[config.mk]
export PLATFORM = sky130hd
export DESIGN_NAME = gpu_cmd_arbiter
export DESIGN_NICKNAME = d
export VERILOG_FILES = /design/src/rtl/gpu_cmd_arbiter.sv
export SDC_FILE = /design/constraint.sdc
export NUM_CORES = 1
export LEC_CHECK = 0
export BUFFER_PORTS_ARGS = -buffer_cell sky130_fd_sc_hd__clkbuf_2
export CELL_PAD_IN_SITES_DETAIL_PLACEMENT = 1
export CELL_PAD_IN_SITES_GLOBAL_PLACEMENT = 1
export CORE_MARGIN = 5
export CORE_UTILIZATION = 48
export CTS_BUF_LIST = sky130_fd_sc_hd__clkbuf_2
export CTS_CLUSTER_DIAMETER = 30
export DETAILED_ROUTE_END_ITERATION = 8
export PLACE_DENSITY = 0.84
export SKIP_CTS_REPAIR_TIMING = 1
export SLEW_MARGIN = 20
export SYNTH_ARGS = -nofsm -noshare
export SYNTH_HDL_FRONTEND = slang
export SYNTH_SLANG_ARGS = --single-unit
[constraint.sdc]
create_clock -name clk -period 2.2 [get_ports clk]
set_input_delay 0.44 -clock clk [delete_from_list [all_inputs] [get_ports clk]]
set_output_delay 0.44 -clock clk [all_outputs]
set_load 0.01 [all_outputs]
[src/rtl/gpu_cmd_arbiter.sv]
// gpu_cmd_arbiter: round-robin burst arbiter sharing one GPU run/ready command port between two FIFO-fed requesters
module gpu_cmd_arbiter #(
    parameter int FIFO_DEPTH = 4,
    parameter int TIMEOUT    = 255,
    parameter int CNT_W      = 16
) (
    input  logic             clk,
    input  logic             reset,
    input  logic             req0_valid,
    input  logic [31:0]      req0_data,
    input  logic             req0_sprite,
    input  logic             req0_last,
    output logic             req0_ready,
    input  logic             req1_valid,
    input  logic [31:0]      req1_data,
    input  logic             req1_sprite,
    input  logic             req1_last,
    output logic             req1_ready,
    input  logic             gpu_ready,
    output logic [31:0]      gpu_instruction,
    output logic             gpu_run,
    output logic             gpu_isSpriteData,
    output logic             busy,
    output logic             timeout_err,
    input  logic             err_clr,
    output logic [CNT_W-1:0] issued_count
);
    localparam int AW = $clog2(FIFO_DEPTH);
    localparam int WW = $clog2(TIMEOUT + 1);

    typedef enum logic [1:0] {IDLE, ISSUE, RELEASE} state_t;

    state_t        state, state_nx;
    logic [1:0]    vin, full, empty, avail, ok, pop;
    logic [33:0]   din [2];
    logic [33:0]   head [2];
    logic          gport, grant, abort, done;
    logic          lock_on, lock_port, rr, aborted;
    logic [WW-1:0] wd;

    assign vin        = {req1_valid, req0_valid};
    assign din[0]     = {req0_sprite, req0_last, req0_data};
    assign din[1]     = {req1_sprite, req1_last, req1_data};
    assign req0_ready = !full[0];
    assign req1_ready = !full[1];
    assign busy       = (state != IDLE) || !(&empty);

    // Entry layout {sprite,last,data}; avail lags emptiness by a cycle so a fresh push is seen one cycle later
    for (genvar g = 0; g < 2; g++) begin : g_fifo
        logic [33:0] mem [FIFO_DEPTH];
        logic [AW:0] wp, rp;
        logic        av, push;
        assign push     = vin[g] && !full[g];
        assign full[g]  = (wp[AW] != rp[AW]) && (wp[AW-1:0] == rp[AW-1:0]);
        assign empty[g] = wp == rp;
        assign head[g]  = mem[rp[AW-1:0]];
        assign avail[g] = av;
        always_ff @(posedge clk or negedge reset) begin
            if (!reset) begin
                wp <= '0;
                rp <= '0;
                av <= 1'b0;
            end else begin
                if (push) wp <= wp + 1'b1;
                if (pop[g]) rp <= rp + 1'b1;
                av <= !empty[g];
            end
        end
        always_ff @(posedge clk) begin
            if (push) mem[wp[AW-1:0]] <= din[g];
        end
    end

    always_comb begin
        ok       = avail & ~empty;
        gport    = lock_on ? lock_port : (ok[rr] ? rr : ~rr);
        grant    = (state == IDLE) && gpu_ready && ok[gport];
        abort    = (state == ISSUE) && gpu_ready && (wd == WW'(TIMEOUT - 1));
        done     = (state == RELEASE) && gpu_ready;
        pop      = grant ? (2'b01 << gport) : 2'b00;
        state_nx = grant ? ISSUE :
                   (state == ISSUE && (!gpu_ready || abort)) ? RELEASE :
                   done ? IDLE : state;
    end

    always_ff @(posedge clk or negedge reset) begin
        if (!reset) begin
            state            <= IDLE;
            gpu_instruction  <= '0;
            gpu_isSpriteData <= 1'b0;
            gpu_run          <= 1'b0;
            lock_on          <= 1'b0;
            lock_port        <= 1'b0;
            rr               <= 1'b0;
            wd               <= '0;
            aborted          <= 1'b0;
            timeout_err      <= 1'b0;
            issued_count     <= '0;
        end else begin
            state       <= state_nx;
            timeout_err <= abort || (timeout_err && !err_clr);
            if (grant) begin
                gpu_instruction  <= head[gport][31:0];
                gpu_isSpriteData <= head[gport][33];
                gpu_run          <= 1'b1;
                wd               <= '0;
                aborted          <= 1'b0;
                lock_on          <= !head[gport][32];
                lock_port        <= gport;
                if (head[gport][32]) rr <= ~gport;
            end
            if (state == ISSUE && state_nx == RELEASE) gpu_run <= 1'b0;
            else if (state == ISSUE) wd <= wd + 1'b1;
            if (abort) aborted <= 1'b1;
            if (done && !aborted) issued_count <= issued_count + 1'b1;
        end
    end
endmodule
==> results of run 1 <==
metrics by stage:
step                TNS [ps]  instance area, µm²  hold slack (ps)  worst slack (ps)
floorplan                  0               14190            144.4             129.9
global placement           0               15560            373.9             203.3
detailed placement         0               15560            384.0             127.0
CTS                    -1676               16590           -665.1            -870.1
global route           -1550               17570            156.8            -809.7
finish                 -1154               17570            230.7            -684.5
routing by layer:
layer,global-route usage (%),up-vias,routed length (µm),share of wire (%)
li1,-,3710,-,-
met1,27.22,4507,15240,39
met2,35.78,370,20670,52
met3,5.689,90,2236,5.7
met4,7.025,0,1264,3.2
met5,0,-,0,0
power by group through the flow:
stage | Combinational (W) | Clock, W | Sequential (W)
2_1_floorplan | 0.00524 | 0 | 0.00974
3_3_place_gp | 0.00755 | 0 | 0.00981
3_5_place_dp | 0.00790 | 0 | 0.00995
4_1_cts | 0.00799 | 0.00542 | 0.00983
5_1_grt | 0.00924 | 0.00596 | 0.0101
6_report | 0.00871 | 0.00541 | 0.0100
worst max-delay path: stages (launching register included):
cell and delay (ps):
dfrtp_2 490, xnor2_4 270, nand3_2 120, or4_4 450
buf_6 140
flip-flops by register name (all words and copies together), names as in the netlist, 2 cells and up:
name	flops
g_fifo.mem	272
gpu_instruction	32
issued_count	16
wd	8
g_fifo.rp	6
g_fifo.wp	6
g_fifo.av	2
state	2
area by class of cell:
class | instances | share of cell area [%]
Sequential cell | 351 | 57.80
Multi-Input combinational cell | 303 | 20.36
Timing Repair Buffer | 247 | 11.35
Clock buffer | 126 | 3.589
Tap cell | 390 | 2.777
Clock inverter | 46 | 2.264
Inverter | 85 | 1.816
Antenna cell | 3 | 0.04272
synth_stat cells (all sizes together), types with 2 or more instances:
cell / instances / area [µm²]
edfxtp: 272 / 8168
inv: 85 / 319.1
dfrtp: 79 / 1977
mux4: 67 / 1509
nand4: 42 / 262.8
o221ai: 33 / 483.0
buf: 27 / 217.7
xnor2: 21 / 214.0
nand2: 15 / 56.30
ha: 13 / 162.7
and2: 12 / 75.07
clkbuf: 12 / 45.04
nand3: 12 / 65.06
xor2: 11 / 96.34
nor2: 9 / 33.78
o21ai: 9 / 45.04
a21oi: 8 / 43.79
nor3: 6 / 41.29
mux2: 4 / 45.04
nand2b: 4 / 25.02
a31oi: 3 / 18.77
mux2i: 3 / 30.03
nor2b: 3 / 18.77
o22ai: 3 / 18.77
a311o: 2 / 20.02
a311oi: 2 / 23.77
and3: 2 / 12.51
nor4: 2 / 12.51
or2: 2 / 12.52
logic make-up (layout without fill, tap and decap cells):
family | after synthesis | count (layout) | synth area share, %
compound gates | 69 | 69 | 5.144
simple gates | 115 | 115 | 4.703
buf+inv | 124 | 504 | 4.103
xor+xnor | 32 | 32 | 2.188
fa+ha+maj | 13 | 13 | 1.147
other cells | 0 | 3 | 0
mux | 74 | 74 | 11.17
flops | 351 | 351 | 71.54
worst min path at each step:
stage / end / depth (start not counted) / startpoint
after floorplan: aborted / 0 / reset
after global placement: issued_count[4] / 1 / reset
after detailed placement: issued_count[5] / 1 / reset
after CTS: g_fifo[1].av / 1 / reset
after global routing: g_fifo[1].mem[0][3] / 2 / req1_data[3]
final: g_fifo[1].mem[0][3] / 2 / req1_data[3]
==> flow_metrics.tcl, run 1 <==
set metrics [dict create \
    routed_wl_um 39410 \
    grt_start_max_net_pins 38 \
    ys_ff_latch 351 \
    dieWidth_um 181.9 \
    drt_iter0_drc 647 \
    dieHeight_um 181.9 \
    yosysUniqueCellTypes 58 \
    power.leakage_nw 6.752 \
    worst_ep_required_time_ps 1760 \
    regArea_um2 10160 \
    critical_path_class "reg2out" \
    total_power_w 0.02412 \
    fp-row-count 63 \
    grt_pass1_wl_um 53730 \
    internal-power_w 0.01525 \
    final_common_cell "edfxtp_1" \
    drt_first_pass_iters 4 \
    htreeDepth 3 \
    layout_common_cells "edfxtp_1 (272), clkbuf_2 (250), inv_1 (85)" \
    antenna_found_initial 3 \
    dp.cells 1291 \
    place.gp.congestion 0.7625 \
    critPathLaunchType "flop" \
    post_drt_wl_per_cell_um 25.41 \
    start_util_pct 48.23 \
    synth_flop_cell "edfxtp_1" \
    synthCells 778 \
    fin_worst_skew_ps 92.16 \
    period_share_pct 131.1 \
    power_frac_comb_pct 36.1 \
    grt_pass1_vias 9038 \
    cp_max_fo 4 \
    syn_nets 865 \
    multiInputGateArea_um2 3577 \
    drv_cap 0 \
    p_per_area_nw_per_um2 1373 \
    drc 0 \
    avgViaCountPerCell 5.594 \
    clkTransAtPathRegs_ps 140 \
    grt_setup_unrepaired "yes" \
    numPortBuffers 127 \
    clockBufferDepth 3 \
    r2r-start "g_fifo[1].wp[0]" \
    synth_edf_count 272 \
    syn_to_final_growth_pct 23.92 \
    cts.sinks 351 \
    final_core_util_pct 59.76 \
    hp-class "in2reg" \
    violations "setup timing" \
    min_period_ps 2885 \
    seq_area_frac_synth_pct 71.54 \
    drtAntennaViolNets 0 \
    cts_buffers 95 \
    root_buffer "clkbuf_2" \
    num-fill-cells 2741 \
    vias 8677 \
    grt-ovfl-total 0 \
    io_pins 128 \
    ir_drop_v 0.0007753 \
    fin_cells 1551 \
    crit_path_start "g_fifo[1].wp[0]" \
    sw_frac_of_total_pct 36.76 \
    syn_area_um2 14180 \
    clk_latency_ps 960 \
    timing.fmax_ghz 0.3467 \
    timing.reg2reg.setup_slack_ps 70 \
    hold_viol_final 0 \
    worst_slew_pin_slew_ps 615.6 \
    critical_path_arrival_ps 2440 \
    seq_power_share_pct 41.5 \
    critical_path.reg2reg.endpoint "gpu_instruction[5]" \
    cts_tree "built" \
    core_um2 29400 \
    worst_slack_ps -684.5 \
    cp-endpoint "busy" \
    power_frac_clock_pct 22.4 \
    slew_viol_final 0 \
    end_kind "output port" \
    r2r_cells 6 \
    drive_above_1_share_pct 39.90 \
    die-area_um2 33080 \
    switching_power_w 0.008866 \
    dp_hpwl_um 22040 \
    yosysWarnings 0 \
    relSlewSlack_pct 58.96 \
    grt_util_all_layers_pct 21.33 \
    setup_viol 3 \
    status "finished with violations" \
    syn_area_per_cell_um2 18.23 \
    nNetsFinal 1170 \
    ys_async_sr_fraction_pct 22.51 \
]
Note: power is estimated with default switching activity, not from simulation.
==> run 2: changes to the inputs <==
CORE_MARGIN = default   (was 5)
CORE_UTILIZATION = 53   (was 48)
PLACE_DENSITY = 0.88   (was 0.84)
clock period = 3.3 ns   (was 2.2 ns; I/O delays follow)
==> flow_metrics.tcl, run 2 (synthesis gave the netlist of run 1 again) <==
set metrics [dict create \
    status "finished with violations" \
    violations "DRC" \
    final_common_cell "edfxtp_1" \
    grt_start_max_net_pins 80 \
    power_frac_clock_pct 21.3 \
    use_met3_pct 6.868 \
    drive_above_1_share_pct 37.06 \
    fin_cells 1465 \
    drtAntennaViolNets 0 \
    top_usage_layer "met2" \
    place.gp.congestion 0.8110 \
    cts_buffers 90 \
    internal-power_w 0.009419 \
    fp-row-count 59 \
    num-fill-cells 2423 \
    drt_iter0_drc 660 \
    worst_ep_required_time_ps 2640 \
    worst_slew_pin_slew_ps 799.9 \
    numPortBuffers 127 \
    die-area_um2 27410 \
    slew_viol_final 0 \
    grt_pass1_vias 8717 \
    critPathLaunchType "flop" \
    start_util_pct 54.26 \
    hold_viol_final 0 \
    drt_first_pass_iters 7 \
    critical_path_class "reg2out" \
    end_kind "output port" \
    relSlewSlack_pct 46.67 \
    avgViaCountPerCell 5.805 \
    dieWidth_um 165.6 \
    crit_buf_inv 1 \
    grt_use_met2_pct 41.33 \
    timing.fmax_ghz 0.3168 \
    sw_frac_of_total_pct 37.52 \
    switching_power_w 0.005657 \
    clkTransAtPathRegs_ps 130 \
    layout_common_cells "edfxtp_1 (272), clkbuf_2 (261), inv_1 (85)" \
    power.leakage_nw 6.496 \
    grt_setup_unrepaired "no" \
    antenna_found_initial 2 \
    critical_path_arrival_ps 2500 \
    crit_family "simple AND/OR/NAND/NOR gates" \
    drc 16 \
    syn_to_final_growth_pct 18.56 \
    dieHeight_um 165.6 \
    period_share_pct 95.66 \
    post_drt_wl_per_cell_um 25.77 \
    dp.cells 1227 \
    grt-ovfl-total 0 \
    path_depth 4 \
    htreeDepth 3 \
    setup_viol 0 \
    clockBufferDepth 3 \
    grt_util_all_layers_pct 25.36 \
    vias 8505 \
    root_buffer "clkbuf_2" \
    grt_pass1_wl_um 50050 \
    hp-class "in2reg" \
    min_path_cells 4 \
    cts.sinks 351 \
    p_per_area_nw_per_um2 896.8 \
    fin_worst_skew_ps 81.17 \
    critical-path-slowest-cell "dfrtp_1" \
    min_period_ps 3157 \
    clk_latency_ps 870 \
    r2r_cells 4 \
    drv_cap 0 \
    cpPeakStageDelay_ps 510 \
    ir_drop_v 0.0005025 \
    cp_max_fo 6 \
    finalSetupTns_ps 0 \
    cts_tree "built" \
    power_frac_comb_pct 34.9 \
    largest_register_ffs 272 \
    dp_hpwl_um 21460 \
    nNetsFinal 1141 \
    seq_power_share_pct 43.8 \
    routed_wl_um 37750 \
    io_pins 128 \
    use_met1_pct 31.42 \
    core_um2 26130 \
    cp_cell_sequence "xnor2_4 > nand3_1 > or4_1 > clkbuf_2" \
]
==> run 2: cell types whose count changed in the layout (fill, tap and decap cells not counted), moves of 7 or more <==
cell	delta
dfrtp_1	+8
and2_2	-7
buf_12	-19
clkbuf_2	+11
and2_1	+7
dfrtp_2	-8
==> run 2: cell type report <==
| class | instances | area [µm²] | area share [%] |
|---|---|---|---|
| antenna | 2 | 5.005 | 0.02977 |
| clock buffer | 135 | 675.6 | 4.019 |
| clock inverter | 31 | 210.2 | 1.250 |
| inverter | 85 | 319.1 | 1.898 |
| multi-input combinational | 303 | 3485 | 20.73 |
| sequential | 351 | 10150 | 60.36 |
| tap | 335 | 419.2 | 2.493 |
| timing repair buffer | 223 | 1550 | 9.222 |
==> run 2: final timing paths <==
check | slack (ps) | startpoint | endpoint
min | 280 | gpu_ready | state[1]
min in group asynchronous | 440 | reset | issued_count[13]
min reg2reg | 470 | issued_count[15] | issued_count[15]
max | 140 | g_fifo[1].wp[0] | busy
max reg2reg | 580 | g_fifo[0].wp[1] | g_fifo[0].mem[2][29]
max in group asynchronous | 2250 | reset | g_fifo[1].rp[0]
==> run 2: power groups by stage <==
stage / combinational [W] / sequential, W / clock [W]
floorplan: 0.00348 / 0.00651 / 0
global placement: 0.00471 / 0.00650 / 0
detailed placement: 0.00497 / 0.00662 / 0
CTS: 0.00506 / 0.00653 / 0.00319
global route: 0.00561 / 0.00667 / 0.00345
finish: 0.00527 / 0.00660 / 0.00321
==> run 2: metrics by stage <==
step	setup slack [ps]	instance area [µm²]	utilization [%]	hold slack [ps]	power [W]
finish	143.1	16810	64.33	279.9	0.01508
global route	15.40	16810	64.33	230.6	0.01573
CTS	46.92	16070	61.50	-100.3	0.01478
detailed placement	668.5	15190	58.11	462.0	0.01159
global placement	856.3	15190	58.11	457.1	0.01122
floorplan	870.7	14180	-	364.4	0.009994
==> run 2: routing by layer <==
metal	vias to the layer above	wire [µm]	share of wire [%]
met1	4399	14510	38
met3	97	2144	5.7
met2	361	19710	52
met4	0	1386	3.7
met5	-	0	0
li1	3648	-	-
==> run 2: tightest hold or removal path: cells and delay by family <==
kind                   cells  cell delay [ps]
AOI/OAI and AO/OA          2              200
buffers and inverters      2              200
